<file path="src/rtl/simple_bus_responder.sv">
// simple_bus_responder
//
// Single-master bus responder with a 256 x 8 storage array. A master raises req
// and is granted the bus. While granted, a start strobe launches one access on the
// address, mode and write data captured with it. The access completes after a
// fixed wait period and is acknowledged by a one-cycle rdy pulse. A grant that sits
// idle for TIMEOUT cycles is withdrawn.
//
// Parameters
//   WAIT_CYCLES  extra wait cycles before each access completes (0..15)
//   TIMEOUT      granted cycles without start before the grant is withdrawn (1..255)
//
// Ports
//   clk    in   1  rising-edge clock
//   rst_n  in   1  asynchronous active-low reset
//   req    in   1  master bus request
//   start  in   1  transfer start strobe, honoured only while granted
//   addr   in   8  transfer address
//   mode   in   2  00 read, 01 write, 10 read-increment, 11 illegal
//   wdata  in   8  write data
//   gnt    out  1  grant to master (registered)
//   rdy    out  1  one-cycle transfer-complete strobe (registered)
//   rdata  out  8  read data, held between responses (registered)
//   err    out  1  illegal-mode flag, valid only with rdy (registered)

module simple_bus_responder #(
    parameter int unsigned WAIT_CYCLES = 1,
    parameter int unsigned TIMEOUT     = 15
) (
    input  logic       clk,
    input  logic       rst_n,
    input  logic       req,
    input  logic       start,
    input  logic [7:0] addr,
    input  logic [1:0] mode,
    input  logic [7:0] wdata,
    output logic       gnt,
    output logic       rdy,
    output logic [7:0] rdata,
    output logic       err
);

    localparam logic [3:0] WaitLast = 4'(WAIT_CYCLES);
    localparam logic [7:0] TmoLast  = 8'(TIMEOUT - 1);

    typedef enum logic [1:0] {
        StIdle,
        StGranted,
        StBusy,
        StResp
    } state_e;

    state_e     state_q, state_d;
    logic [3:0] wait_q, wait_d;
    logic [7:0] tmo_q, tmo_d;

    // Transfer parameters captured with start
    logic [7:0] addr_q, wdata_q;
    logic [1:0] mode_q;

    logic       latch;
    logic       access;

    logic       gnt_q, rdy_q, err_q, err_d;
    logic [7:0] rdata_q, rdata_d;

    logic [7:0] mem [256];
    logic       mem_we;
    logic [7:0] mem_wdata;

    // Next-state logic
    always_comb begin
        state_d = state_q;
        wait_d  = wait_q;
        tmo_d   = tmo_q;
        latch   = 1'b0;
        access  = 1'b0;
        case (state_q)
            StIdle: begin
                tmo_d = 8'd0;
                if (req) begin
                    state_d = StGranted;
                end
            end
            StGranted: begin
                // start wins over a simultaneous req drop or timeout
                if (start) begin
                    latch   = 1'b1;
                    wait_d  = 4'd0;
                    tmo_d   = 8'd0;
                    state_d = StBusy;
                end else if (!req || (tmo_q == TmoLast)) begin
                    tmo_d   = 8'd0;
                    state_d = StIdle;
                end else begin
                    tmo_d = tmo_q + 8'd1;
                end
            end
            StBusy: begin
                if (wait_q == WaitLast) begin
                    access  = 1'b1;
                    state_d = StResp;
                end else begin
                    wait_d = wait_q + 4'd1;
                end
            end
            StResp: begin
                tmo_d   = 8'd0;
                state_d = req ? StGranted : StIdle;
            end
            default: begin
                state_d = StIdle;
            end
        endcase
    end

    // Access decode, evaluated only on the BUSY -> RESP transition
    always_comb begin
        mem_we    = 1'b0;
        mem_wdata = wdata_q;
        rdata_d   = rdata_q;
        err_d     = 1'b0;
        if (access) begin
            case (mode_q)
                2'b00: begin
                    rdata_d = mem[addr_q];
                end
                2'b01: begin
                    mem_we = 1'b1;
                end
                2'b10: begin
                    rdata_d   = mem[addr_q];
                    mem_we    = 1'b1;
                    mem_wdata = mem[addr_q] + 8'd1;
                end
                default: begin
                    err_d   = 1'b1;
                    rdata_d = 8'h00;
                end
            endcase
        end
    end

    always_ff @(posedge clk or negedge rst_n) begin
        if (!rst_n) begin
            state_q <= StIdle;
            wait_q  <= 4'd0;
            tmo_q   <= 8'd0;
            addr_q  <= 8'h00;
            wdata_q <= 8'h00;
            mode_q  <= 2'b00;
            gnt_q   <= 1'b0;
            rdy_q   <= 1'b0;
            err_q   <= 1'b0;
            rdata_q <= 8'h00;
        end else begin
            state_q <= state_d;
            wait_q  <= wait_d;
            tmo_q   <= tmo_d;
            if (latch) begin
                addr_q  <= addr;
                wdata_q <= wdata;
                mode_q  <= mode;
            end
            // Grant covers GRANTED, BUSY and RESP so back-to-back transfers keep it high
            gnt_q   <= (state_d != StIdle);
            rdy_q   <= access;
            err_q   <= err_d;
            rdata_q <= rdata_d;
        end
    end

    // Storage is deliberately not reset; mem_we derives from state_q, which reset
    // forces to IDLE, so an interrupted access never writes.
    always_ff @(posedge clk) begin
        if (mem_we) begin
            mem[addr_q] <= mem_wdata;
        end
    end

    assign gnt   = gnt_q;
    assign rdy   = rdy_q;
    assign rdata = rdata_q;
    assign err   = err_q;

endmodule

</file>
<file path="config.mk">
export PLATFORM = sky130hd
export DESIGN_NAME = simple_bus_responder
export DESIGN_NICKNAME = d
export VERILOG_FILES = /design/src/rtl/simple_bus_responder.sv
export SDC_FILE = /design/constraint.sdc
export NUM_CORES = 2
export LEC_CHECK = 0
export CAP_MARGIN = 20
export CORE_MARGIN = 1.5
export CORE_UTILIZATION = 45
export DETAILED_ROUTE_END_ITERATION = 10
export PLACE_DENSITY = 0.68
export SYNTH_ARGS = -nofsm -noshare
export SYNTH_HDL_FRONTEND = slang
export SYNTH_SLANG_ARGS = --single-unit
</file>
<file path="constraint.sdc">
create_clock -name clk -period 14.57 [get_ports clk]
set_input_delay 2.1855 -clock clk [delete_from_list [all_inputs] [get_ports clk]]
set_output_delay 2.1855 -clock clk [all_outputs]
set_load 0.01 [all_outputs]
</file>
== Word-level counts from Yosys, hierarchy flattened ==
Memory sizes are Yosys's and may differ from the RTL's.
Index checks and enable logic that the tools add are counted.

* Word-level logic and storage cells: 62
* Bits in registers: 43
* Output and inout bits: 11
* Input bits: 22
* Bits in writable memories: 2048
* Memories: 1

* Reductions and logical operators: 13
* Bitwise gates (word level): 1
* Muxes and demuxes: 25
* Eq/ne operators: 9
* $add $sub $neg: 3

{| class="wikitable"
|+ Memories
! name !! words !! bits a word !! read ports !! clocked after memory_dff !! write ports !! line !! RTL
|-
| mem || 256 || 8 || 1 || 0 || 1 || 67 || <nowiki>logic [7:0] mem [256];</nowiki>
|}

{| class="wikitable"
|+ Operator list
! kind !! number
|-
| $mux 8 || 4
|-
| $pmux 8 s2 || 2
|-
| $add 8x1->8 const B || 2
|-
| $mux 1 || 11
|-
| $eq 8x4->1 const B || 1
|-
| $mux 2 || 4
|-
| $mux 4 || 2
|-
| $pmux 2 s4 || 1
|-
| $pmux 4 s2 || 1
|-
| $eq 2x2->1 const B || 3
|-
| $reduce_bool 2->1 || 3
|-
| $reduce_or 2->1 || 3
|-
| $add 4x1->4 const B || 1
|-
| $eq 2x1->1 const B || 2
|-
| $eq 4x1->1 const B || 1
|-
| $logic_not 2->1 || 2
|-
| $ne 2x2->1 const B || 2
|-
| $reduce_and 3->1 || 1
|-
| $reduce_or 3->1 || 1
|-
| $reduce_and 2->1 || 1
|-
| $logic_not 1->1 || 1
|-
| $logic_or 1x1->1 || 1
|-
| $not 1->1 || 1
|}

== Depth between registers and ports, before layout ==
* Word-level depth: 6
* Gate-level depth with buffers: 16
* Gate-level depth less buffers: 10

== Worst setup path after synthesis ==
Ideal clock, no wire load.

* Path kind: register to register
* Start point: reg addr_q[0]
* End point: mem mem[0][6] (data pin)
* Setup slack: -663 ps
* Path buffers: 5
* Library setup time: 2187 ps
* Arrival time: 13046 ps
* Cell stages (with the launch flop): 15
* Clock period less this slack: 15233 ps
* Required time: 12383 ps
* Cells stage by stage: dfrtp_1 -> buf_6 -> buf_6 -> buf_6 -> buf_2 -> buf_2 -> mux4_2 -> a22oi_1 -> a21oi_1 -> o41ai_1 -> nand4_1 -> nand2_1 -> and4b_1 -> xor2_1 -> o21ai_0

* Cells in the longest elaborated chain, start to end: 4

{| class="wikitable"
|+ Ends and longest elaborated chain
! item !! line !! RTL
|-
| start, declared || 58 || <nowiki>logic [7:0] addr_q, wdata_q;</nowiki>
|-
| start signal, assigned || 161 || <nowiki>addr_q <= addr;</nowiki>
|-
| $mem_v2 256x8 || - ||
|-
| $add 8x1->8 || 134 || <nowiki>mem_wdata = mem[addr_q] + 8'd1;</nowiki>
|-
| $mux 8 || 124 || <nowiki>case (mode_q)</nowiki>
|-
| $mux 8 || 123 || <nowiki>if (access) begin</nowiki>
|-
| net mem_wdata[6] || 69 || <nowiki>logic [7:0] mem_wdata;</nowiki>
|-
| end, declared || 67 ||
|}

The timed path passes the listed nets, and every way through them passes these cells.

== Final worst setup path ==
* Start point: reg addr_q[0]
* End point: mem mem[17][7] (data pin)

The elaborated chain is that of the path after synthesis.

==> summary.md <==
| Metric | Value |
|---|---|
| Wire length after detailed routing | `about 200,000 um` |
| Highest clock rate | `around 0.12 GHz` |
| Period Utilization, post-route | `between 50% and 60%` |
| # clock sinks | `~2,100` |
| End-of-flow core utilization | `50.82%` |
| Count of cells resized by post-cts repair | `0` |
| Final-report max-slew violation count | `0` |
| Number of nets in the synthesized netlist | `approximately 3,800` |
| Final global-route overflow total | `0` |
| CORE AREA | `~0.18 mm2` |
| GR Util met3 | `roughly 4.8%` |
| Endpoint class of the critical path | `register` |
| Proportion of layout cells with a drive suffix above 1 | `24.76%` |
| CTS Buffer Depth | `3` |
| Worst Max-Slew Pin Slew | `1.203 ns` |
| Global-route usage over all layers | `21.84%` |
| Gpl congestion | `approximately 0.86` |
| Share of total power in sequential cells | `roughly two fifths` |
| Proportion of netlist area held by the largest area contributor | `between 70% and 80%` |
| Critical Path Source Type | `register` |
| Number of antenna violations at the first check in global routing | `2` |
| Class of the worst hold path | `reg2reg` |
| Layout overhead on the synthesized area | `12.04%` |
| Slew HR | `a little under 20%` |
| Post-synthesis sequential element count | `2,091` |
| Starting utilization of the core area | `45.36%` |
| Crit Path Max Fanout | `89` |
| Number of standard cells in the layout, taps in and fillers out | `6,370` |
| Die W | `roughly 430 um` |
| Tmin final | `8.180 ns` |
| Die span in y | `approximately 430 um` |
| Hold buffer count at cts | `0` |
| Top_reg_cell synth | `edfxtp_1` |
| Commonest cells after routing, fill and taps aside | `edfxtp_1, mux4_2, nor2_1, clkbuf_16, a22oi_1` |
| Router iterations before antenna repair | `5` |
| Leakage power figure | `roughly 28 nW` |
| Sequential fraction of the synthesis area | `about 77%` |
| Required time of the worst setup path | `approximately 15 ns` |
| Via Count | `39,310` |
| Unrepaired setup endpoints after global routing | `false` |
| Setup_tns | `0 ns` |
| Pin count of the biggest net entering global routing | `~160` |
| Setup Fix Bufs, Post-CTS | `0` |
| Share of power burned in combinational logic | `29.9%` |
| Starting DRC count in detailed routing | `approximately 4,700` |
| Clock group share of total power | `approximately 28%` |
| Commonest non-fill, non-tap cell in the layout | `edfxtp_1` |
| Clock insertion delay at the later pin of the skew report | `around 0.85 ns` |
| Placed Cells incl. Taps | `approximately 6,000` |
| Switching pwr | `5.947 mW` |
| Total of endpoints with negative setup slack in the final report | `0` |
| CTS tree | `built` |
| Detailed placer's ending HPWL | `between 100,000 and 150,000 um` |
| Classification of the worst setup path | `reg2reg` |
| Worst slack on hold paths | `0.5058 ns` |
| Number of buffers created by CTS | `slightly above 200` |
| Number of failing hold endpoints at the final stage | `0` |
| Final setup skew | `0.05392 ns` |
| Result of the run | `complete, no violations` |
| Clock root buffer | `clkbuf_16` |
| Final layout net count | `a little under 4,000` |
| Post-synthesis cell type count | `58` |
| Layer carrying the most global-route usage | `met2` |
| Port bufs | `32` |
| Dominant cell type by area after synthesis | `edfxtp_1` |
| Vias in the first global route | `between 30,000 and 40,000` |
| Power density relative to cell area | `between 200 and 250 mW/mm2` |
| Synth async-reset ratio | `approximately 2.1%` |
| Full die area | `0.1828 mm2` |
| Diodes inserted | `0` |
| Number of enable flip-flop cells after synthesis | `between 2,000 and 2,500` |
| Arrival time of the worst setup path | `8.69 ns` |
| Vias per cell | `6.172` |
| Post-Syn Area per Cell | `roughly 22 um2` |
| Switching part of the total | `32.29%` |
| Top cells by area in the synthesized netlist | `edfxtp_1, mux4_2, dfrtp_1` |
| Wire length of the first global-routing pass | `285,700 um` |
| Antenna-violating nets left | `0` |
| Met1 track demand over resource in global routing | `30.74%` |
| Cell Int Power | `roughly 12 mW` |
| H-Tree Level Count | `4` |
| Drc violations | `0` |
| FP Rows | `between 150 and 200` |
| # fillers | `13,860` |
| Max-Cap Viols | `0` |
| Average routed wire per standard cell | `about 31 um` |
| I/O pin total | `33` |
| Summed instance area of the synthesized netlist | `a little over 0.08 mm2` |
| Met2 routing resource usage after global routing | `about 34%` |
| Clock transition at the register clock pins on the worst setup and hold paths after CTS | `~0.060 ns` |
| IR drop worst, VDD | `174.6 uV` |
| Syn. warnings | `0` |
| Design Power | `~18 mW` |
| Number of instances in the synthesized netlist | `roughly 3,700` |
-- through the flow --
stage,instance area (um2),worst slack [ns]
floorplan,81110,3.726
global placement,84060,6.273
detailed placement,84090,6.402
CTS,90640,6.397
global route,90880,5.950
finish,90880,6.390
-- state kept, by name (all words and copies together) (netlist names) --
signal and cells:
state_q 2, tmo_q 8, mem 2048, rdy 1, mode_q 2, err 1
addr_q 8, wdata_q 8, wait_q 4, gnt 1, rdata 8
-- path summary, 6_finish.rpt --
| kind | start | to | slack, ns | cells past startpoint |
|---|---|---|---|---|
| setup / recovery | addr_q[0] | mem[17][7] | 6.39 | 11 |
| hold / removal | tmo_q[4] | tmo_q[4] | 0.51 | 1 |
| setup reg to reg | addr_q[0] | mem[17][7] | 6.39 | 11 |
| hold reg to reg | tmo_q[4] | tmo_q[4] | 0.51 | 1 |
| max in group asynchronous | rst_n | addr_q[1] | 12.51 | 2 |
| min in group asynchronous | rst_n | wdata_q[3] | 1.16 | 1 |
-- area by class of cell --
cell class                      count  area, um2  area share (%)
Clock buffer                      247       5328           5.863
Timing Repair Buffer              140       1319           1.451
Clock inverter                    134       1221           1.344
Tap cell                         2355       2947           3.242
Inverter                           12      47.55         0.05232
Multi-Input combinational cell   1391      17420           19.17
Sequential cell                  2091      62590           68.88
-- cells by family (layout without fill, tap and decap cells) --
group / count (synthesis) / count (layout) / share of synthesized area, %
buffers and inverters: 235 / 533 / 1.519
xor gates and xnor gates: 8 / 8 / 0.08639
adders and majority gates: 14 / 14 / 0.2160
and+or+nand+nor: 442 / 442 / 2.298
AOI/OAI and AO/OA: 313 / 313 / 2.738
muxes: 614 / 614 / 15.99
DFF: 2091 / 2091 / 77.15
-- per-layer routing --
layer  part of all wire [%]  wire [um]
met5                      0          0
met4                    3.3       6588
met3                     10      19860
met2                     48      94630
met1                     39      78110
-- cells in the mapped netlist (all sizes together), types with 4 or more instances --
cell type and instances:
a211oi 8, a21o 4, a21oi 66, a221oi 11, a22o 21, a22oi 130, and2 10, buf 133
clkbuf 90, dfrtp 43, edfxtp 2048, ha 14, inv 11, mux2 26, mux2i 45, mux4 543
nand2 73, nand2b 8, nand3 16, nand4 7, nor2 284, nor2b 11, nor3 11, o21ai 20
o221ai 4, o22ai 6, o31ai 5, o41ai 12, or2 6, xor2 5
-- critical path, cell delays in order, from the launching register on --
cell and delay, ns:
dfrtp_4 0.89, buf_12 0.57, buf_4 0.80, mux4_2 0.60, mux4_2 0.57, mux4_2 0.58
a22oi_1 0.40, nand2_1 0.23, or4_1 0.51, a41oi_4 0.83, buf_4 0.64, buf_4 0.78
-- power groups by stage --
stage	clock network [mW]	registers (mW)	logic, mW
2_1_floorplan	0	8.09	3.55
3_3_place_gp	0	7.87	5.35
5_1_grt	5.43	7.75	5.77
3_5_place_dp	0	7.88	5.44
6_report	5.16	7.74	5.51
4_1_cts	5.21	7.75	5.45
Power figures use the tool's default switching activity.
